`config.mk`:
```
export PLATFORM = sky130hd
export DESIGN_NAME = rice_core_csr_bus_arbiter
export DESIGN_NICKNAME = d
export VERILOG_FILES = /design/src/rtl/rice_core_csr_bus_arbiter.sv
export SDC_FILE = /design/constraint.sdc
export NUM_CORES = 1
export LEC_CHECK = 0
export CAP_MARGIN = 10
export CORE_MARGIN = 2
export CORE_UTILIZATION = 20
export CTS_CLUSTER_DIAMETER = 50
export CTS_CLUSTER_SIZE = 16
export DETAILED_ROUTE_END_ITERATION = 8
export PLACE_DENSITY = 0.87
export SETUP_SLACK_MARGIN = 0.15
export SYNTH_ARGS = -nofsm -noshare
export SYNTH_HDL_FRONTEND = slang
export SYNTH_SLANG_ARGS = --single-unit
```
`constraint.sdc`:
```
create_clock -name i_clk -period 1.5 [get_ports i_clk]
set_input_delay 0.225 -clock i_clk [delete_from_list [all_inputs] [get_ports i_clk]]
set_output_delay 0.225 -clock i_clk [all_outputs]
set_load 0.01 [all_outputs]
```
`src/rtl/rice_core_csr_bus_arbiter.sv`:
```
// Round-robin arbiter sharing one CSR slave bus between N masters; grant held for request+response.
// Optional response watchdog enabled by defining RICE_CORE_CSR_ARB_TIMEOUT_EN.
module rice_core_csr_bus_arbiter #(
    parameter int unsigned N              = 2,
    parameter int unsigned XLEN           = 32,
    parameter int unsigned ADDR_WIDTH     = 12,
    parameter int unsigned TIMEOUT_CYCLES = 255
) (
    input  logic                       i_clk,
    input  logic                       i_rst_n,
    input  logic [N-1:0]               i_request_valid,
    output logic [N-1:0]               o_request_ready,
    input  logic [N*ADDR_WIDTH-1:0]    i_address,
    input  logic [N*(XLEN/8)-1:0]      i_strobe,
    input  logic [N*XLEN-1:0]          i_write_data,
    output logic [N-1:0]               o_response_valid,
    input  logic [N-1:0]               i_response_ready,
    output logic [XLEN-1:0]            o_read_data,
    output logic                       o_error,
    output logic                       o_csr_request_valid,
    input  logic                       i_csr_request_ready,
    output logic [ADDR_WIDTH-1:0]      o_csr_address,
    output logic [XLEN/8-1:0]          o_csr_strobe,
    output logic [XLEN-1:0]            o_csr_write_data,
    input  logic                       i_csr_response_valid,
    output logic                       o_csr_response_ready,
    input  logic [XLEN-1:0]            i_csr_read_data,
    input  logic                       i_csr_error,
    output logic [N-1:0]               o_grant
);

    localparam int unsigned SW = XLEN / 8;
    localparam int unsigned IW = (N > 1) ? $clog2(N) : 1;

    typedef enum logic [1:0] {
        IDLE,
        REQUEST,
        RESPONSE
    } state_t;

    state_t          state_q, state_d;
    logic [IW-1:0]   ptr_q, ptr_d;
    logic [IW-1:0]   gnt_q, gnt_d;
    logic [IW-1:0]   cand;
    logic [IW-1:0]   winner;
    logic            found;
    logic [N-1:0]    gnt_onehot;
    logic            rsp_hs;
    logic            timed_out;

    assign gnt_onehot = N'(1) << gnt_q;

    // Scan requests starting at the priority pointer, wrapping modulo N.
    always_comb begin
        found  = 1'b0;
        winner = ptr_q;
        cand   = '0;
        for (int unsigned i = 0; i < N; i++) begin
            cand = IW'((32'(ptr_q) + i) % N);
            if (!found && i_request_valid[cand]) begin
                found  = 1'b1;
                winner = cand;
            end
        end
    end

    always_comb begin
        state_d              = state_q;
        ptr_d                = ptr_q;
        gnt_d                = gnt_q;
        rsp_hs               = 1'b0;
        o_request_ready      = '0;
        o_response_valid     = '0;
        o_read_data          = '0;
        o_error              = 1'b0;
        o_csr_request_valid  = 1'b0;
        o_csr_address        = '0;
        o_csr_strobe         = '0;
        o_csr_write_data     = '0;
        o_csr_response_ready = 1'b0;
        o_grant              = '0;
        case (state_q)
            IDLE: begin
                if (found) begin
                    gnt_d   = winner;
                    state_d = REQUEST;
                end
            end
            REQUEST: begin
                o_grant                = gnt_onehot;
                o_csr_request_valid    = i_request_valid[gnt_q];
                o_csr_address          = i_address[gnt_q*ADDR_WIDTH +: ADDR_WIDTH];
                o_csr_strobe           = i_strobe[gnt_q*SW +: SW];
                o_csr_write_data       = i_write_data[gnt_q*XLEN +: XLEN];
                o_request_ready[gnt_q] = i_csr_request_ready;
                // A dropped request is a master abort: release without moving the pointer.
                if (!i_request_valid[gnt_q]) begin
                    state_d = IDLE;
                end else if (i_csr_request_ready) begin
                    state_d = RESPONSE;
                end
            end
            RESPONSE: begin
                o_grant = gnt_onehot;
                if (timed_out) begin
                    o_response_valid[gnt_q] = 1'b1;
                    o_error                 = 1'b1;
                    rsp_hs                  = i_response_ready[gnt_q];
                end else begin
                    o_response_valid[gnt_q] = i_csr_response_valid;
                    o_csr_response_ready    = i_response_ready[gnt_q];
                    o_read_data             = i_csr_read_data;
                    o_error                 = i_csr_error;
                    rsp_hs                  = i_csr_response_valid && i_response_ready[gnt_q];
                end
                if (rsp_hs) begin
                    state_d = IDLE;
                    ptr_d   = (32'(gnt_q) == N - 1) ? '0 : gnt_q + IW'(1);
                end
            end
            default: state_d = IDLE;
        endcase
    end

    always_ff @(posedge i_clk or negedge i_rst_n) begin
        if (!i_rst_n) begin
            state_q <= IDLE;
            ptr_q   <= '0;
            gnt_q   <= '0;
        end else begin
            state_q <= state_d;
            ptr_q   <= ptr_d;
            gnt_q   <= gnt_d;
        end
    end

`ifdef RICE_CORE_CSR_ARB_TIMEOUT_EN
    localparam int unsigned CW = $clog2(TIMEOUT_CYCLES + 1);

    logic [CW-1:0] tmo_q;

    assign timed_out = (tmo_q == CW'(TIMEOUT_CYCLES));

    // Held at zero outside RESPONSE, so every response window starts from zero; saturates at the limit.
    always_ff @(posedge i_clk or negedge i_rst_n) begin
        if (!i_rst_n) begin
            tmo_q <= '0;
        end else if (state_q != RESPONSE) begin
            tmo_q <= '0;
        end else if (!rsp_hs && !timed_out) begin
            tmo_q <= tmo_q + CW'(1);
        end
    end
`else
    logic unused_timeout_cfg;

    assign timed_out          = 1'b0;
    assign unused_timeout_cfg = ^TIMEOUT_CYCLES;
`endif

endmodule

```
Word level (Yosys, flattened, before mapping) --
Index checks and enable logic that the tools add are counted.
Storage, ports and cells: register bits after elaboration 4, bits of input ports 137, output and inout bits 89, word-level logic and storage cells 60
Operators by class: $add $sub $neg 2, multiply operators 1, order comparisons 4, equality and inequality tests 5, shifts and indexed selects 4, muxes and demuxes 30, bitwise logic cells 2, reductions and logical operators 9
Operators with widths (count):
- two-way mux 32 bit | 2
- indexed part select 64 x 7 -> 32 bit | 1
- indexed part select 24 x 6 -> 12 bit | 1
- two-way mux 1 bit | 17
- two-way mux 2 bit | 7
- two-way mux 12 bit | 1
- indexed part select 8 x 4 -> 4 bit | 1
- < comparator 1 x 2 -> 1 bit (second input constant) | 3
- one-hot mux 2 bit (3 select lines) | 1
- bitwise AND 2 bit | 2
- two-way mux 4 bit | 1
- inequality test 2 bit (second input constant) | 2
- AND reduction 2 bit | 2
- logical AND 1 bit | 3
- multiplier 1 x 2 -> 3 bit (second input constant) | 1
- inequality test 3 bit (second input constant) | 1
- AND reduction 3 bit | 1
- adder 1 bit (second input constant) | 2
- equality test 2 x 1 -> 1 bit (second input constant) | 1
- equality test 2 bit (second input constant) | 1
- zero test 2 bit | 1
- OR reduction 2 bit | 1
- << shifter 1 x 1 -> 2 bit (first input constant) | 1
- demux 1 bit (select 1 bit) | 1
- other kinds (2) | 2

Depth between registers and ports, before layout --
depth in word-level cells 8, depth in mapped cells 6, mapped depth without buffers 5

Least setup slack after synthesis --
OpenSTA, ideal clock, no wires.
path type reg2out, start point reg state_q[0], end point out o_response_valid[0], data arrival time 1.309 ns, path slack -0.034 ns, stages on the path, launching flop included 7, buffers on the path 2, path through dfrtp_1 -> inv_1 -> ha_1 -> clkbuf_1 -> clkbuf_1 -> nand2_1 -> nor2_1
On the way: longest elaborated chain between the ends 2
RTL lines:
- start, declared | RTL line 41 | state_t state_q, state_d;
- start signal, assigned | RTL line 131 | state_q <= state_d;
- equality test 2 bit | RTL line 82 | case (state_q)
- two-way mux 2 bit | RTL line 82
- end, declared | RTL line 16 | output logic [N-1:0] o_response_valid,
No other way between the ends.

Worst setup path in the final report --
start point reg state_q[1], end point out o_read_data[4]
On the way: longest elaborated chain between the ends 2
RTL lines:
- equality test 2 bit | RTL line 82
- two-way mux 32 bit | RTL line 82
- end, declared | RTL line 18 | output logic [XLEN-1:0] o_read_data,
No other way between the ends.

==> flow_summary.ini <==
[status]
status = complete, but fails checks
failed_checks = setup timing

[synthesis]
synthesis.nets = 323
synth.area.top_cells = mux2i_1 (35%), nor2b_1 (22%), and2_1 (15%)
syn_inst = 183
yosys_warnings = 0
synth_top_area_cell = mux2i_1
synth-seq-cells = 4
synth_cell_types = 21
synth_area_sq_mm = 0.00141
yosysSeqAreaShare = 0.0710
yosysTopAreaCellShare = 0.348
syn_area_per_cell_sq_um = 7.71

[detailed_routing]
vias = 2318
first_iter_violations = 41
route.detailed.drc = 0
postRouteAntennaNets = 0
vias_per_cell = 4.38
firstDrtPassIters = 4
wl_per_cell_um = 17.0
drt-total-wl_um = 8970

[setup_path]
crit_chain = buf_6 > ha_4 > buf_6 > clkbuf_16 > and2_1 > buf_2
path_class = register to output port
cpMaxStageDelayCell = dfrtp_1
critPathMaxFanout = 5
cpPeakStageDelay_ps = 400
cp-end-kind = output port
required_ps = 1270
critPathLaunchType = register
cp_data_arrival_time_ps = 1440
crit_top_cell = buf_6

[cells_and_area]
drive_above_1_share = 0.441
antenna_cells = 0
fill_cells = 566
fin_area_sq_mm = 0.00438
num-nets-final = 574
finalNonFillerCells = 529
register_area_sq_um = 101
multi_input_area_sq_mm = 0.00148
fin_util = 0.644
area_delta_synth_final_pct = 210

[cts]
ctsHoldBuffers = 0
cts.path.max_buffers = 2
cts_tree = yes
clkTransAtPathRegs_ps = 40
cts.sinks = 4
cts_buffers = 3
h-tree-depth = 1
clock-root-buffer = clkbuf_8
clk_latency_ps = 220

[timing]
setup_ws_ps = -168
max_slew_margin = 0.798
fmax_mhz = 599
drv_slew = 0
hold_viol = 0
setup_viol = 90
finClkSkew_ps = 6.55
tightest_slew_ps = 295
fin_crit_ps = 1670
rsz0062_at_grt = true
fin_crit_sh = 1.11

[grt]
antenna_found_initial = 0
grt_overflow = 0
grt_pass1_vias = 2334
grt_max_degree = 33
grt.total_usage = 0.192
grt_pass1_wl_um = 11600

[place]
detailed_place_hpwl_um = 6280
place_area_sq_mm = 0.00385
place_congestion = 0.776
dp.cells = 504
portBuffers = 225

[floorplanning]
initial_utilization = 0.208
num_rows = 30
chipHeight_um = 88.0
coreArea_sq_mm = 0.00679
io_pins = 226
die_area_sq_mm = 0.00774
die_x_um = 88.0

[pwr]
pwr_density_cell_mw_per_mm2 = 1490
leakage_nw = 2.07
ir_worst_vdd_mv = 0.836

[min_path]
worstHoldPathType = primary input to asynchronous set/reset pin

[job]
max_cap_viol_count = 0
-- state kept, by name, summed over array words and instances (netlist names) --
register,count
gnt_q,1
ptr_q,1
state_q,2
-- cells in the final DEF (no fill, tap or decap), drive strengths merged, types with 2 or more instances in the layout --
cell	n
clkdlybuf4s50	136
nand2	6
mux2i	49
buf	114
dfrtp	4
inv	4
ha	3
a31oi	4
nor2	3
clkbuf	9
o21ai	3
clkdlybuf4s15	7
and3	2
and2	34
nor2b	50
-- per-layer routing --
layer / track usage / vias to the layer above / share of wire
li1: - / 1110 / -
met1: 0.199 / 1053 / 0.33
met2: 0.370 / 141 / 0.55
met3: 0.0518 / 14 / 0.093
met4: 0.0643 / 0 / 0.023
met5: 0 / - / 0
-- area by class of cell --
class / count / share of cell area
timing repair buffer: 262 / 0.598
multi-input combinational: 159 / 0.337
sequential: 4 / 0.0232
tap: 96 / 0.0275
inverter: 4 / 0.00343
clock buffer: 4 / 0.0103
-- cells by family (layout without fill, tap and decap cells) --
group                      after synthesis  in the layout  share of synthesized area
AOI/OAI and AO/OA                       10             10                     0.0470
adders and majority gates                3              3                     0.0266
buffers and inverters                   20            270                     0.0861
DFF                                      4              4                     0.0710
muxes                                   50             50                      0.358
and+or+nand+nor                         96             96                      0.411
-- cells in the mapped netlist, drive strengths merged --
cell type  instances
a21oi              1
a2bb2oi            1
a31oi              4
and2              34
and3               2
buf                7
clkbuf             9
dfrtp              4
ha                 3
inv                4
mux2               1
mux2i             49
nand2              6
nand3              1
nor2               3
nor2b             50
o21ai              3
o221ai             1
-- critical path: cells and delay by family (launching register included) --
family	cells	cell delay [ps]
DFF	1	400
and+or+nand+nor	1	120
buffers and inverters	4	530
adders and majority gates	1	170
-- report_power, final --
group	switching, mW	total (mW)	leakage, nW	internal [mW]
clock	0.0584	0.240	0.0228	0.182
combinational	2.43	6.03	2.00	3.61
sequential	0.0763	0.233	0.0444	0.156
total	2.56	6.51	2.07	3.94
-- worst paths after layout --
| kind | slack (ps) | depth (start not counted) | startpoint | end |
|---|---|---|---|---|
| max | -170 | 6 | state_q[1] | o_read_data[4] |
| min | 230 | 1 | i_rst_n | state_q[0] |
| max reg2reg | -10 | 6 | gnt_q | state_q[0] |
| min reg2reg | 550 | 2 | ptr_q | ptr_q |
| max in group asynchronous | 1060 | 1 | i_rst_n | gnt_q |
| min in group i_clk | 550 | 2 | ptr_q | ptr_q |
-- per-stage QoR --
step	setup TNS (ps)	hold WS (ps)	setup slack [ps]	total power, mW
2_1_floorplan	0	-70.6	151	2.47
3_3_place_gp	-22310	451	-297	4.69
3_5_place_dp	-24420	461	-322	4.79
4_1_cts	-8280	232	-216	5.24
5_1_grt	-13040	242	-223	6.87
6_report	-9160	232	-168	6.51
-- repair_timing --
item	4_1_cts	5_1_grt
cloned	4	7
pin swaps	2	3
gates resized for setup	390	83
setup endpoints to repair	92	92
setup buffers	4	6
Power figures use the tool's default switching activity.
